## config.mk

```make
export PLATFORM = sky130hd
export DESIGN_NAME = keypad_entry
export DESIGN_NICKNAME = d
export VERILOG_FILES = /design/src/rtl/keypad_entry.sv
export SDC_FILE = /design/constraint.sdc
export NUM_CORES = 1
export LEC_CHECK = 0
export ABC_AREA = 1
export CORE_ASPECT_RATIO = 1.5
export CORE_MARGIN = 4
export CORE_UTILIZATION = 24
export CTS_BUF_LIST = sky130_fd_sc_hd__clkbuf_16
export CTS_CLUSTER_DIAMETER = 80
export DETAILED_ROUTE_END_ITERATION = 10
export SYNTH_ARGS = -nofsm -noshare
export SYNTH_HDL_FRONTEND = slang
export SYNTH_SLANG_ARGS = --single-unit
```

## constraint.sdc

```tcl
create_clock -name clk -period 2.7 [get_ports clk]
set_input_delay 0.54 -clock clk [delete_from_list [all_inputs] [get_ports clk]]
set_output_delay 0.54 -clock clk [all_outputs]
set_load 0.1 [all_outputs]
```

## src/rtl/keypad_entry.sv

```systemverilog
// keypad_entry: scans a 4x4 active-low matrix keypad, debounces presses/releases and
// emits x/enter/lock strobes for the lock. Define KEYPAD_REPEAT_EN for digit auto-repeat.
module keypad_entry #(
  parameter int SCAN_DIV     = 1000,
  parameter int DEBOUNCE_CNT = 4,
  parameter int REPEAT_TICKS = 64
) (
  input  logic       clk,
  input  logic       rst_n,
  input  logic [3:0] row_n,
  output logic [3:0] col_n,
  output logic [3:0] x,
  output logic       enter,
  output logic       lock,
  output logic       key_held
);
  localparam int DIV_W = $clog2(SCAN_DIV);
  localparam int DB_W  = $clog2(DEBOUNCE_CNT + 1);

  if (SCAN_DIV < 4 || DEBOUNCE_CNT < 1 || REPEAT_TICKS < 1) begin : g_param_chk
    $error("keypad_entry: parameter out of range");
  end

  typedef enum logic [1:0] {SCAN, DEBOUNCE, EMIT, RELEASE} state_e;

  state_e           state_q, state_d;
  logic [3:0]       sync_q, rs_q;
  logic [DIV_W-1:0] div_q, div_d;
  logic [1:0]       col_q, col_d;
  logic [1:0]       krow_q, krow_d, kcol_q, kcol_d;
  logic [DB_W-1:0]  stab_q, stab_d, rel_q, rel_d;
  logic [3:0]       x_q, x_d;
  logic             enter_q, enter_d, lock_q, lock_d;

  logic             tick, single, same_row, is_digit, is_star, adv;
  logic [1:0]       row_idx;
  logic [3:0]       row_low, key_val;

`ifdef KEYPAD_REPEAT_EN
  localparam int RP_W = $clog2(REPEAT_TICKS + 1);
  logic [RP_W-1:0]  rep_q, rep_d;
`endif

  // Row decode and key classification from the latched (row, col).
  always_comb begin
    tick     = (div_q == DIV_W'(SCAN_DIV - 1));
    row_low  = ~rs_q;
    single   = (row_low != 4'd0) && ((row_low & (row_low - 4'd1)) == 4'd0);
    row_idx  = 2'd0;
    for (int r = 0; r < 4; r++) begin
      if (row_low[r]) row_idx = 2'(r);
    end
    same_row = (rs_q == ~(4'b0001 << krow_q));
    is_star  = (krow_q == 2'd3) && (kcol_q == 2'd0);
    is_digit = (kcol_q != 2'd3) && ((krow_q != 2'd3) || (kcol_q == 2'd1));
    key_val  = (krow_q == 2'd3) ? 4'd0 : (4'(krow_q) * 4'd3 + 4'(kcol_q) + 4'd1);
  end

  always_comb begin
    state_d = state_q;
    div_d   = tick ? '0 : div_q + DIV_W'(1);
    col_d   = col_q;
    krow_d  = krow_q;
    kcol_d  = kcol_q;
    stab_d  = stab_q;
    rel_d   = rel_q;
    x_d     = x_q;
    enter_d = 1'b0;
    lock_d  = 1'b0;
    adv     = 1'b0;
`ifdef KEYPAD_REPEAT_EN
    rep_d   = rep_q;
`endif
    unique case (state_q)
      SCAN: begin
        if (tick) begin
          if (single) begin
            krow_d  = row_idx;
            kcol_d  = col_q;
            stab_d  = '0;
            state_d = DEBOUNCE;
          end else begin
            adv = 1'b1;
          end
        end
      end
      DEBOUNCE: begin
        if (tick) begin
          if (same_row) begin
            stab_d = stab_q + DB_W'(1);
            // Strobes are registered so they are high exactly during EMIT.
            if (stab_q == DB_W'(DEBOUNCE_CNT - 1)) begin
              state_d = EMIT;
              if (is_digit) begin
                x_d     = key_val;
                enter_d = 1'b1;
              end
              lock_d = is_star;
            end
          end else begin
            state_d = SCAN;
            adv     = 1'b1;
          end
        end
      end
      EMIT: begin
        state_d = RELEASE;
        rel_d   = '0;
`ifdef KEYPAD_REPEAT_EN
        rep_d   = '0;
`endif
      end
      RELEASE: begin
        if (tick) begin
          if (rs_q == 4'b1111) begin
            if (rel_q == DB_W'(DEBOUNCE_CNT - 1)) begin
              rel_d   = '0;
              state_d = SCAN;
              adv     = 1'b1;
            end else begin
              rel_d = rel_q + DB_W'(1);
            end
          end else begin
            rel_d = '0;
          end
`ifdef KEYPAD_REPEAT_EN
          if (same_row) begin
            if (rep_q == RP_W'(REPEAT_TICKS - 1)) begin
              rep_d   = '0;
              enter_d = is_digit;
            end else begin
              rep_d = rep_q + RP_W'(1);
            end
          end else begin
            rep_d = '0;
          end
`endif
        end
      end
      default: state_d = SCAN;
    endcase
    if (adv) col_d = col_q + 2'd1;
  end

  always_ff @(posedge clk or negedge rst_n) begin
    if (!rst_n) begin
      sync_q  <= 4'b1111;
      rs_q    <= 4'b1111;
      state_q <= SCAN;
      div_q   <= '0;
      col_q   <= 2'd0;
      krow_q  <= 2'd0;
      kcol_q  <= 2'd0;
      stab_q  <= '0;
      rel_q   <= '0;
      x_q     <= 4'd0;
      enter_q <= 1'b0;
      lock_q  <= 1'b0;
`ifdef KEYPAD_REPEAT_EN
      rep_q   <= '0;
`endif
    end else begin
      sync_q  <= row_n;
      rs_q    <= sync_q;
      state_q <= state_d;
      div_q   <= div_d;
      col_q   <= col_d;
      krow_q  <= krow_d;
      kcol_q  <= kcol_d;
      stab_q  <= stab_d;
      rel_q   <= rel_d;
      x_q     <= x_d;
      enter_q <= enter_d;
      lock_q  <= lock_d;
`ifdef KEYPAD_REPEAT_EN
      rep_q   <= rep_d;
`endif
    end
  end

  assign col_n    = ~(4'b0001 << col_q);
  assign x        = x_q;
  assign enter    = enter_q;
  assign lock     = lock_q;
  assign key_held = (state_q == EMIT) || (state_q == RELEASE);

endmodule

```

==> tab_implementation.tex <==
\begin{tabular}{lr}
\hline
Metric & Value \\
\hline
\multicolumn{2}{l}{\textbf{Run status}} \\
Status & complete, no violations \\
\multicolumn{2}{l}{\textbf{Layout}} \\
Total Nets Final & 285 \\
Signed area change from the synthesized netlist to the final layout & 18.41\% \\
Fin area & 0.002471 mm\^{}2 \\
Share of the core filled with cells in the final layout & 29.19\% \\
Fraction of final layout cells with drive strength greater than 1 & 19.39\% \\
Final cell count without fillers & 370 \\
Diode insertion count for antenna repair & 0 \\
\multicolumn{2}{l}{\textbf{STA}} \\
Number of endpoints failing setup at the final stage & 0 \\
Pin slew with the least headroom to its limit & 0.8691 ns \\
Sum Neg Setup Slack & 0 ns \\
Max-slew violation total from the final report & 0 \\
Setup repair after global routing missed its margin & no \\
Final clock skew & 0.004082 ns \\
Worst slack on hold paths & 0.3548 ns \\
Worst relative slew slack & 42.06\% \\
Hold violation count in the final report & 0 \\
Crit path time final & 2.008 ns \\
Final worst-path cycle share & 74.36\% \\
Max Freq & 498.1 MHz \\
\multicolumn{2}{l}{\textbf{Critical path}} \\
Register-to-register path setup slack & 0.69 ns \\
Reg2reg path depth & 5 \\
Critical Path Fanout Max & 6 \\
Slowest library cell on the worst path & fa\_1 \\
Data required time at the worst endpoint & 2.91 ns \\
Worst Setup Path Type & flop to flop \\
Total buffers and inverters traversed by the critical path & 1 \\
Cell Chain, Critical Path & fa\_1 -> inv\_1 -> fa\_1 -> or2\_2 -> o21ai\_1 \\
Path length in cells of the critical path & 5 \\
Startpoint of the most critical register-to-register path & krow\_q[0] \\
Biggest cell delay along the critical path & 0.59 ns \\
Critical Path Start Type & flop \\
Kind of end point of the critical path & flop \\
Signal arrival time at the worst endpoint & 2.21 ns \\
Top Family by Delay on Critical Path & adder cells \\
Critical Path Most Common Cell & fa\_1 \\
Crit Reg-Reg Endpoint & x[1] \\
\multicolumn{2}{l}{\textbf{Hold path}} \\
Hold worst-path end & rs\_q[2] \\
Number of stages on the worst hold path & 0 \\
Worst min-delay path startpoint & sync\_q[2] \\
Classification of the worst-slack hold path & flop to flop \\
\multicolumn{2}{l}{\textbf{Floorplan}} \\
Starting utilization of the core area & 24.66\% \\
Die extent in y & 122.2 um \\
Number of rows in the core area & 41 \\
Standard cell core area & 0.008464 mm\^{}2 \\
Total die area & 0.01028 mm\^{}2 \\
IO Pins & 17 \\
Width of the die & 84.14 um \\
\multicolumn{2}{l}{\textbf{Placement}} \\
Placed insts & 362 \\
Gpl congestion & 0.8030 \\
Port Buffer Count & 16 \\
Placed Instance Area & 0.002330 mm\^{}2 \\
Detail Placement HPWL & 2727 um \\
\multicolumn{2}{l}{\textbf{Flow run}} \\
Max cap viols & 0 \\
\multicolumn{2}{l}{\textbf{Clocking}} \\
TritonCTS clock tree & done \\
Clock insertion delay at the later pin of the skew report & 0.28 ns \\
Number of gates resized after CTS & 0 \\
Sink Count & 38 \\
Total of hold buffers inserted after clock tree synthesis & 0 \\
Number of buffers on the longest clock path & 2 \\
Clock transition time at the flip-flop clock pins of the worst setup and hold paths & 0.06 ns \\
TritonCTS buffer count & 5 \\
Root Driver & clkbuf\_16 \\
Number of buffers inserted by post-CTS setup repair & 0 \\
CTS H-Tree Depth & 2 \\
\multicolumn{2}{l}{\textbf{Detailed routing}} \\
Routed Wire Length & 3597 um \\
Post-detailed-route wirelength per cell & 9.722 um \\
Post-detailed-route DRC marker count & 0 \\
Via count & 1533 \\
Post-route ant nets & 0 \\
TritonRoute pass-1 iters & 4 \\
Initial DRC Count & 64 \\
Drt via density & 4.143 \\
\multicolumn{2}{l}{\textbf{Yosys}} \\
Synthesized instance count & 241 \\
Number of flops mapped to enable cells by yosys & 0 \\
Share of synthesized area occupied by flip-flops and latches & 46.04\% \\
Synthesized area & 0.002087 mm\^{}2 \\
Synth unique cells & 34 \\
Nets in the synthesized netlist & 264 \\
Flip-flop and latch count after synthesis & 38 \\
Post-Syn Area per Cell & 8.660 um\^{}2 \\
YS warnings & 0 \\
Primary FF master, synth & dfrtp\_1 \\
Fraction of registers with async set/reset & 100.0\% \\
\multicolumn{2}{l}{\textbf{Power}} \\
Leakage dissipation & 1.223 nW \\
Peak supply drop & 0.3179 mV \\
P per Cell Area & 476.4 mW/mm\^{}2 \\
Sequential share of power & 49.7\% \\
Total net switching power & 0.2485 mW \\
Power share of the clock group & 47.4\% \\
Switching power as a share of total power & 21.11\% \\
Proportion of power drawn by combinational gates & 2.9\% \\
Internal portion of total power & 0.9287 mW \\
\multicolumn{2}{l}{\textbf{GRT}} \\
Global-route wire length before repair & 6734 um \\
Remaining global-route overflow & 0 \\
Maximum number of pins on one net before global-route repair & 39 \\
Number of antenna violations at the first check in global routing & 0 \\
Vias in the first global route & 1610 \\
Total GRT Usage & 7.854\% \\
\hline
\end{tabular}
-- power groups by stage --
stage	sequential [mW]	clock, mW	combinational [mW]
final	0.585	0.558	0.0345
after CTS	0.585	0.575	0.0361
after floorplan	0.594	0	0.0145
after detailed placement	0.595	0	0.0360
after global routing	0.585	0.593	0.0405
after global placement	0.595	0	0.0356
-- sequential cells by signal (all words and copies together), names as in the netlist, named ones only --
| name | flops |
|---|---|
| state_q | 1 |
| krow_q | 2 |
| stab_q | 3 |
| x | 4 |
| lock | 1 |
| sync_q | 4 |
| enter | 1 |
| rs_q | 4 |
| col_q | 2 |
| kcol_q | 2 |
| div_q | 10 |
| rel_q | 3 |
-- through the flow --
stage          power, mW  setup slack, ns
6_report           1.177           0.6922
5_1_grt            1.218           0.5671
4_1_cts            1.196           0.6649
3_5_place_dp      0.6307           0.6785
3_3_place_gp      0.6303           0.7428
2_1_floorplan     0.6086           0.7761
-- worst max-delay path by stage --
stage / startpoint / to / slack [ns]
detailed placement: krow_q[0] / x[1] / 0.68
CTS: krow_q[0] / x[1] / 0.66
global placement: krow_q[0] / x[1] / 0.74
floorplan: krow_q[0] / x[1] / 0.78
global route: krow_q[0] / x[1] / 0.57
finish: krow_q[0] / x[1] / 0.69
-- synthesized netlist by cell type (2+ instances only) --
cell type,number,area [um^2]
o21ai_1,8,40.04
fa_1,2,40.04
o21ai_0,5,25.02
nand4_1,8,50.05
a21oi_1,8,40.04
nand3_4,2,35.03
nand2_1,59,221.5
nor2_2,4,25.02
inv_1,38,142.6
dfstp_2,8,210.2
nor3_1,3,15.01
ha_1,15,187.7
dfrtp_1,30,750.7
or2_0,2,12.51
nor2_1,18,67.56
inv_2,6,22.52
nand3_1,6,30.03
or2_2,2,12.51
xnor2_1,2,17.52
-- layout by cell type, fill, tap and decap left out, drive strengths merged, types with 8 or more instances in the layout --
| cell | n |
|---|---|
| inv | 45 |
| nand3 | 8 |
| dfstp | 8 |
| buf | 12 |
| o21ai | 14 |
| nand2 | 60 |
| nand4 | 10 |
| ha | 15 |
| a21oi | 9 |
| nor2 | 23 |
| dfrtp | 30 |
-- logic make-up (layout without fill, tap and decap cells) --
kind of cell             Yosys count  in the layout  share of synthesized area [%]
AND/OR/NAND/NOR                  112            112                          26.62
buffers and inverters             48             70                          9.352
flip-flops                        38             38                          46.04
AO/OA/AOI/OAI                     24             24                          6.235
adder cells (fa/ha/maj)           17             17                          10.91
XOR/XNOR                           2              2                         0.8395
-- area by class of cell --
cell class                      instances  area (um^2)
Clock buffer                            5        125.1
Clock inverter                          3        16.27
Fill cell                             908         5993
Inverter                               46        176.4
Multi-Input combinational cell        155        930.9
Sequential cell                        38        960.9
Tap cell                              107        133.9
Timing Repair Buffer                   16        127.6
-- layer usage --
layer | routed length [um] | up-vias | track usage (%)
met5 | 0 | - | 0
met4 | 52 | 0 | 2.817
met3 | 170 | 5 | 2.283
met2 | 1849 | 19 | 14.38
met1 | 1524 | 711 | 8.551
li1 | - | 798 | -
Power figures use the tool's default switching activity.
